===== config.mk =====
export PLATFORM = sky130hd
export DESIGN_NAME = core_sequencer
export DESIGN_NICKNAME = d
export VERILOG_FILES = /design/src/rtl/core_pkg.sv /design/src/rtl/core_sequencer.sv
export SDC_FILE = /design/constraint.sdc
export NUM_CORES = 1
export LEC_CHECK = 0
export BUFFER_PORTS_ARGS = -buffer_cell sky130_fd_sc_hd__buf_4
export CAP_MARGIN = 0
export CORE_MARGIN = 2
export CORE_UTILIZATION = 55
export DETAILED_ROUTE_END_ITERATION = 7
export PLACE_DENSITY = 0.81
export SYNTH_ARGS = -nofsm -noshare
export SYNTH_HDL_FRONTEND = slang
export SYNTH_SLANG_ARGS = --single-unit

===== constraint.sdc =====
create_clock -name clk -period 4.45 [get_ports clk]
set_clock_uncertainty 0.15 [all_clocks]
set_input_delay 0.2225 -clock clk [delete_from_list [all_inputs] [get_ports clk]]
set_output_delay 0.2225 -clock clk [all_outputs]
set_load 0.03 [all_outputs]

===== src/rtl/core_pkg.sv =====
// Shared definitions for the RV32I core: opcodes, sequencer states, PC mux selects.
package core_pkg;

  localparam int unsigned OPC_W = 7;

  localparam logic [OPC_W-1:0] OPC_LOAD     = 7'b0000011;
  localparam logic [OPC_W-1:0] OPC_MISC_MEM = 7'b0001111;
  localparam logic [OPC_W-1:0] OPC_OP_IMM   = 7'b0010011;
  localparam logic [OPC_W-1:0] OPC_AUIPC    = 7'b0010111;
  localparam logic [OPC_W-1:0] OPC_STORE    = 7'b0100011;
  localparam logic [OPC_W-1:0] OPC_OP       = 7'b0110011;
  localparam logic [OPC_W-1:0] OPC_LUI      = 7'b0110111;
  localparam logic [OPC_W-1:0] OPC_BRANCH   = 7'b1100011;
  localparam logic [OPC_W-1:0] OPC_JALR     = 7'b1100111;
  localparam logic [OPC_W-1:0] OPC_JAL      = 7'b1101111;
  localparam logic [OPC_W-1:0] OPC_SYSTEM   = 7'b1110011;

  localparam int unsigned PC_SEL_W = 2;

  localparam logic [PC_SEL_W-1:0] PC_SEL_PLUS4   = 2'b00;
  localparam logic [PC_SEL_W-1:0] PC_SEL_PC_IMM  = 2'b01;
  localparam logic [PC_SEL_W-1:0] PC_SEL_RS1_IMM = 2'b10;

  typedef enum logic [2:0] {
    S_IDLE,
    S_FETCH,
    S_DECODE,
    S_EXECUTE,
    S_MEM,
    S_WB,
    S_HALT
  } seq_state_t;

  // Opcodes the sequencer will execute; SYSTEM is deliberately excluded so it halts.
  function automatic logic is_exec_op(input logic [OPC_W-1:0] op);
    case (op)
      OPC_LOAD, OPC_MISC_MEM, OPC_OP_IMM, OPC_AUIPC, OPC_STORE,
      OPC_OP, OPC_LUI, OPC_BRANCH, OPC_JALR, OPC_JAL: return 1'b1;
      default:                                         return 1'b0;
    endcase
  endfunction

endpackage


===== src/rtl/core_sequencer.sv =====
// Multi-cycle control sequencer: FETCH/DECODE/EXECUTE/MEM/WB with memory
// watchdog, sticky halt/fault and retire counter.
// Ports:
//   clk, reset_l            : clock, async active-low reset
//   run                     : start/continue, sampled in IDLE and WB
//   opcode, branch_taken    : from decode unit / branch comparator
//   imem_ready, dmem_ready  : memory handshakes
//   imem_req, ir_we         : fetch request, IR load (ir_we is Mealy on imem_ready)
//   dmem_req, dmem_we       : data access request / write
//   rf_we, pc_we, pc_sel    : writeback strobes and PC mux select
//   halted, fault           : sticky status
//   retire_count            : retired instruction count (wraps)
module core_sequencer
  import core_pkg::*;
#(
  parameter int unsigned TIMEOUT = 16,
  parameter int unsigned COUNT_W = 32
) (
  input  logic                clk,
  input  logic                reset_l,
  input  logic                run,
  input  logic [OPC_W-1:0]    opcode,
  input  logic                branch_taken,
  input  logic                imem_ready,
  input  logic                dmem_ready,
  output logic                imem_req,
  output logic                ir_we,
  output logic                dmem_req,
  output logic                dmem_we,
  output logic                rf_we,
  output logic                pc_we,
  output logic [PC_SEL_W-1:0] pc_sel,
  output logic                halted,
  output logic                fault,
  output logic [COUNT_W-1:0]  retire_count
);

  localparam int unsigned WAIT_W = (TIMEOUT > 1) ? $clog2(TIMEOUT) : 1;
  localparam logic [WAIT_W-1:0] WAIT_LAST = WAIT_W'(TIMEOUT - 1);

  seq_state_t          state;
  logic [WAIT_W-1:0]   wait_cnt;
  logic                is_store;
  logic                is_mem;
  logic                wb_rf_we;
  logic [PC_SEL_W-1:0] wb_pc_sel;

  // Opcode-derived controls; outputs are registered on the edge entering each state.
  always_comb begin
    is_store  = (opcode == OPC_STORE);
    is_mem    = (opcode == OPC_LOAD) || is_store;
    wb_rf_we  = !(is_store || (opcode == OPC_BRANCH));
    wb_pc_sel = PC_SEL_PLUS4;
    if (opcode == OPC_JAL || (opcode == OPC_BRANCH && branch_taken)) begin
      wb_pc_sel = PC_SEL_PC_IMM;
    end else if (opcode == OPC_JALR) begin
      wb_pc_sel = PC_SEL_RS1_IMM;
    end
  end

  assign ir_we = (state == S_FETCH) && imem_ready;

  // Sequencer FSM with registered strobes, watchdog and retire counter.
  always_ff @(posedge clk or negedge reset_l) begin
    if (!reset_l) begin
      state        <= S_IDLE;
      wait_cnt     <= '0;
      imem_req     <= 1'b0;
      dmem_req     <= 1'b0;
      dmem_we      <= 1'b0;
      rf_we        <= 1'b0;
      pc_we        <= 1'b0;
      pc_sel       <= PC_SEL_PLUS4;
      halted       <= 1'b0;
      fault        <= 1'b0;
      retire_count <= '0;
    end else begin
      imem_req <= 1'b0;
      dmem_req <= 1'b0;
      dmem_we  <= 1'b0;
      rf_we    <= 1'b0;
      pc_we    <= 1'b0;
      pc_sel   <= PC_SEL_PLUS4;
      case (state)
        S_IDLE: begin
          if (run) begin
            state    <= S_FETCH;
            imem_req <= 1'b1;
            wait_cnt <= '0;
          end
        end
        S_FETCH: begin
          if (imem_ready) begin
            state <= S_DECODE;
          end else if (wait_cnt == WAIT_LAST) begin
            state  <= S_HALT;
            halted <= 1'b1;
            fault  <= 1'b1;
          end else begin
            wait_cnt <= wait_cnt + WAIT_W'(1);
            imem_req <= 1'b1;
          end
        end
        S_DECODE: begin
          if (is_exec_op(opcode)) begin
            state <= S_EXECUTE;
          end else begin
            state  <= S_HALT;
            halted <= 1'b1;
          end
        end
        S_EXECUTE: begin
          if (is_mem) begin
            state    <= S_MEM;
            dmem_req <= 1'b1;
            dmem_we  <= is_store;
            wait_cnt <= '0;
          end else begin
            state        <= S_WB;
            pc_we        <= 1'b1;
            rf_we        <= wb_rf_we;
            pc_sel       <= wb_pc_sel;
            retire_count <= retire_count + COUNT_W'(1);
          end
        end
        S_MEM: begin
          if (dmem_ready) begin
            state        <= S_WB;
            pc_we        <= 1'b1;
            rf_we        <= wb_rf_we;
            pc_sel       <= wb_pc_sel;
            retire_count <= retire_count + COUNT_W'(1);
          end else if (wait_cnt == WAIT_LAST) begin
            state  <= S_HALT;
            halted <= 1'b1;
            fault  <= 1'b1;
          end else begin
            wait_cnt <= wait_cnt + WAIT_W'(1);
            dmem_req <= 1'b1;
            dmem_we  <= is_store;
          end
        end
        S_WB: begin
          if (run) begin
            state    <= S_FETCH;
            imem_req <= 1'b1;
            wait_cnt <= '0;
          end else begin
            state <= S_IDLE;
          end
        end
        S_HALT:  state <= S_HALT;
        default: state <= S_IDLE;
      endcase
    end
  end

endmodule

==> reports/metrics.csv <==
metric;value;unit
Initial Util;56.6;%
Rows;24;
clock share of power;20.5;%
switching pwr;525;uW
main combinational cell family by area after synthesis;simple AND/OR/NAND/NOR gates;
Worst VDD drop;0.315;mV
Syn Nets;255;
Inserted Clock Buffers;5;
minimum clock period;2.26;ns
hold_buf cts;3;
Post-synth EDFFs;0;
Leakage;1.37;nW
WP data required;4.50;ns
non-filler cells, final;348;
largest cells by area after synthesis;dfrtp_1 (49%), xnor2_1 (8.7%), nand2_1 (3.7%), xor2_1 (2.5%), nor2_1 (2.5%);
Worst setup startpoint;state[1]$_DFFE_PN0P_;
Syn Area/Cell;10.1;sq um
Synth Area in Adders;1.03;%
worst slew pin tran;0.594;ns
Post-Route WL;4820;microns
nets;310;
Layout area overhead;22.4;%
Distinct cells, synth;46;
Die H;70.5;microns
Critical Path Source Type;register;
Top FF cell, synth;dfrtp_1;
WL/cell;13.9;microns
Critical Path End Type;register;
RSZ-0062 raised after global routing;no;
final hold violation count;0;
Async SR Flop Fraction;100;%
initial antenna violation count;0;
Seq/Total Area, Yosys;49.5;%
number of global-route vias before repair;1858;
H-tree levels;2;
number of inserted diodes;0;
warnings from Yosys;0;
Comb power frac;34.2;%
sum of negative setup slack;0;ns
Max Root-Sink Buffers;2;
layout filler cell count;333;
post-CTS setup buffer count;0;
Clock Latency Late Sink;0.30;ns
vias per cell;5.55;
category of the critical setup timing path;register to register;
CP peak stage delay;0.72;ns
DIE AREA;4960;sq um
Cell Area, Synth;2430;sq um
initial DRC count;168;
dpl cells;337;
HP Class;input port to register;
share of cells above drive strength 1;24.0;%
clk slew on worst S/H paths;0.09;ns
max cap viols;0;
mux share of post-synthesis cell area;0.464;%
hold_sp;opcode[2];
Setup-failing EPs final;0;
pin count of the biggest net entering global routing;49;
Yosys reg bits;48;
post-route cell area;2970;sq um
Simple-Gate Fraction of Synth Area;24.0;%
grt ovf;0;
M3 GR Usage;5.63;%
Pwr Density;455;nW/um^2
Post-CTS Resized;0;
family with the most delay on the worst path;simple AND/OR/NAND/NOR gates;
Slew headroom;60.4;%
Synth Area in Compound Gates;10.4;%
status;complete, no violations;
f_max;442;MHz
Root Buffer;clkbuf_8;
worst path bufs/invs;0;
total track usage;20.4;%
IO Count;55;
Flop pwr share;45.4;%
post-route DRC violation count;0;
DP Wirelength;3510;microns
core area;4290;sq um
reg2reg start;state[1]$_DFFE_PN0P_;
Die W;70.5;microns
CP Max Fanout;19;
busiest layer in global routing;met2;
Final ANT Viol Nets;0;
CTS tree;yes;
port buffer count;54;
area leader, netlist;dfrtp_1;
Syn Inst Count;240;
post-synthesis xor/xnor area fraction;11.2;%
Placer Congestion;0.796;
total number of vias;1930;
first-pass GRT wire length;8140;microns
top cell type's share of synthesized area;49.5;%
CTS Sinks;48;
1st-pass router iterations;4;
placed inst area;2840;sq um
CP cell instances;nand3b_1 -> a211oi_1 -> or2_1 -> nand4_1 -> xnor2_1;
Max Slew Vio Count;0;
Switching Share;38.8;%
internal power;827;uW
GR Util met2;33.1;%
cell with the largest stage delay on the worst path;dfrtp_1;
GR Layer Usage met1;26.9;%
Arr. time, crit path;2.31;ns
fin crit share;50.8;%
==> worst paths after layout <==
check	endpoint	slack, ns	cells after the start
max in group asynchronous	fault$_DFFE_PN0P_	3.45	2
max reg2reg	retire_count[10]$_DFFE_PN0P_	2.19	5
min reg2reg	retire_count[31]$_DFFE_PN0P_	0.32	1
min in group asynchronous	retire_count[28]$_DFFE_PN0P_	0.30	2
min	pc_sel[1]$_DFF_PN0_	0.05	3
max	retire_count[10]$_DFFE_PN0P_	2.19	5
==> through the flow <==
step                power (mW)  hold slack, ns  setup slack (ns)  util [%]
finish                    1.35          0.0548              2.19      69.2
global route              1.44          0.0645              1.96      69.2
CTS                       1.36          0.0516              2.19      69.2
detailed placement        1.09           0.126              2.21      66.2
global placement          1.07           0.117              2.25      66.2
floorplan                0.955          -0.223              2.52         -
==> placed cells by master (no fill, tap or decap), types with 4 or more instances in the layout <==
master    netlist  layout
nor2_1         16      16
clkbuf_8        0       6
nand2_1        24      24
nand3_1        11      11
buf_4           2      54
a21oi_1         6       6
a211oi_1        5       5
dfrtp_1        48      48
o21ai_0         7       7
nor4_1          4       4
and2_1          5       5
nand4_1         9       9
xor2_1          7       7
xnor2_1        24      24
and3_1          4       4
nor3_1          8       8
inv_1           8       8
==> power by group through the flow <==
stage	logic, mW	clock network (mW)	registers, mW
floorplan	0.313	0	0.642
global placement	0.456	0	0.618
detailed placement	0.465	0	0.620
CTS	0.468	0.281	0.612
global route	0.516	0.297	0.630
finish	0.462	0.277	0.613
==> per-layer routing <==
metal	wire length [microns]	share of wire, %	vias to the layer above
met3	253	5.2	5
met5	0	0	-
met1	2190	45	916
li1	-	-	959
met2	2330	48	50
met4	51	1.1	0
==> worst reg2reg max path, delay by kind of cell, from the launching register on <==
kind / cells / cell delay (ns)
AO/OA/AOI/OAI: 1 / 0.32
XOR/XNOR: 1 / 0.15
flip-flops: 1 / 0.72
AND/OR/NAND/NOR: 3 / 0.82
==> logic make-up after synthesis <==
logic type / after synthesis
and+or+nand+nor: 106
AOI/OAI and AO/OA: 35
buffers and inverters: 17
adders and majority gates: 2
xor gates and xnor gates: 31
DFF: 48
muxes: 1
==> registers in the layout, indices dropped and copies added, names as in the netlist, 2 cells and up <==
register / flops
pc_sel: 2
retire_count: 32
state: 3
wait_cnt: 4
==> synthesized netlist by cell type, types with 4 or more instances <==
cell / number
xnor2_1: 24
nor2_1: 16
and2_1: 5
nand3_1: 11
a21oi_1: 6
nor3_1: 8
dfrtp_1: 48
nor4_1: 4
o21ai_0: 7
buf_2: 5
and3_1: 4
a211oi_1: 5
nand4_1: 9
xor2_1: 7
nand2_1: 24
inv_1: 8
==> area by class of cell <==
cell class                      count  area [sq um]  share of cell area [%]
Sequential cell                    48          1200                    40.4
Multi-Input combinational cell    175          1140                    38.4
Timing Repair Buffer               57           435                    14.7
Clock buffer                        6          82.6                    2.78
Tap cell                           52          65.1                    2.19
Inverter                            8          30.0                    1.01
Clock inverter                      2          15.0                   0.505
No activity file was read; power rests on OpenSTA's default activity.
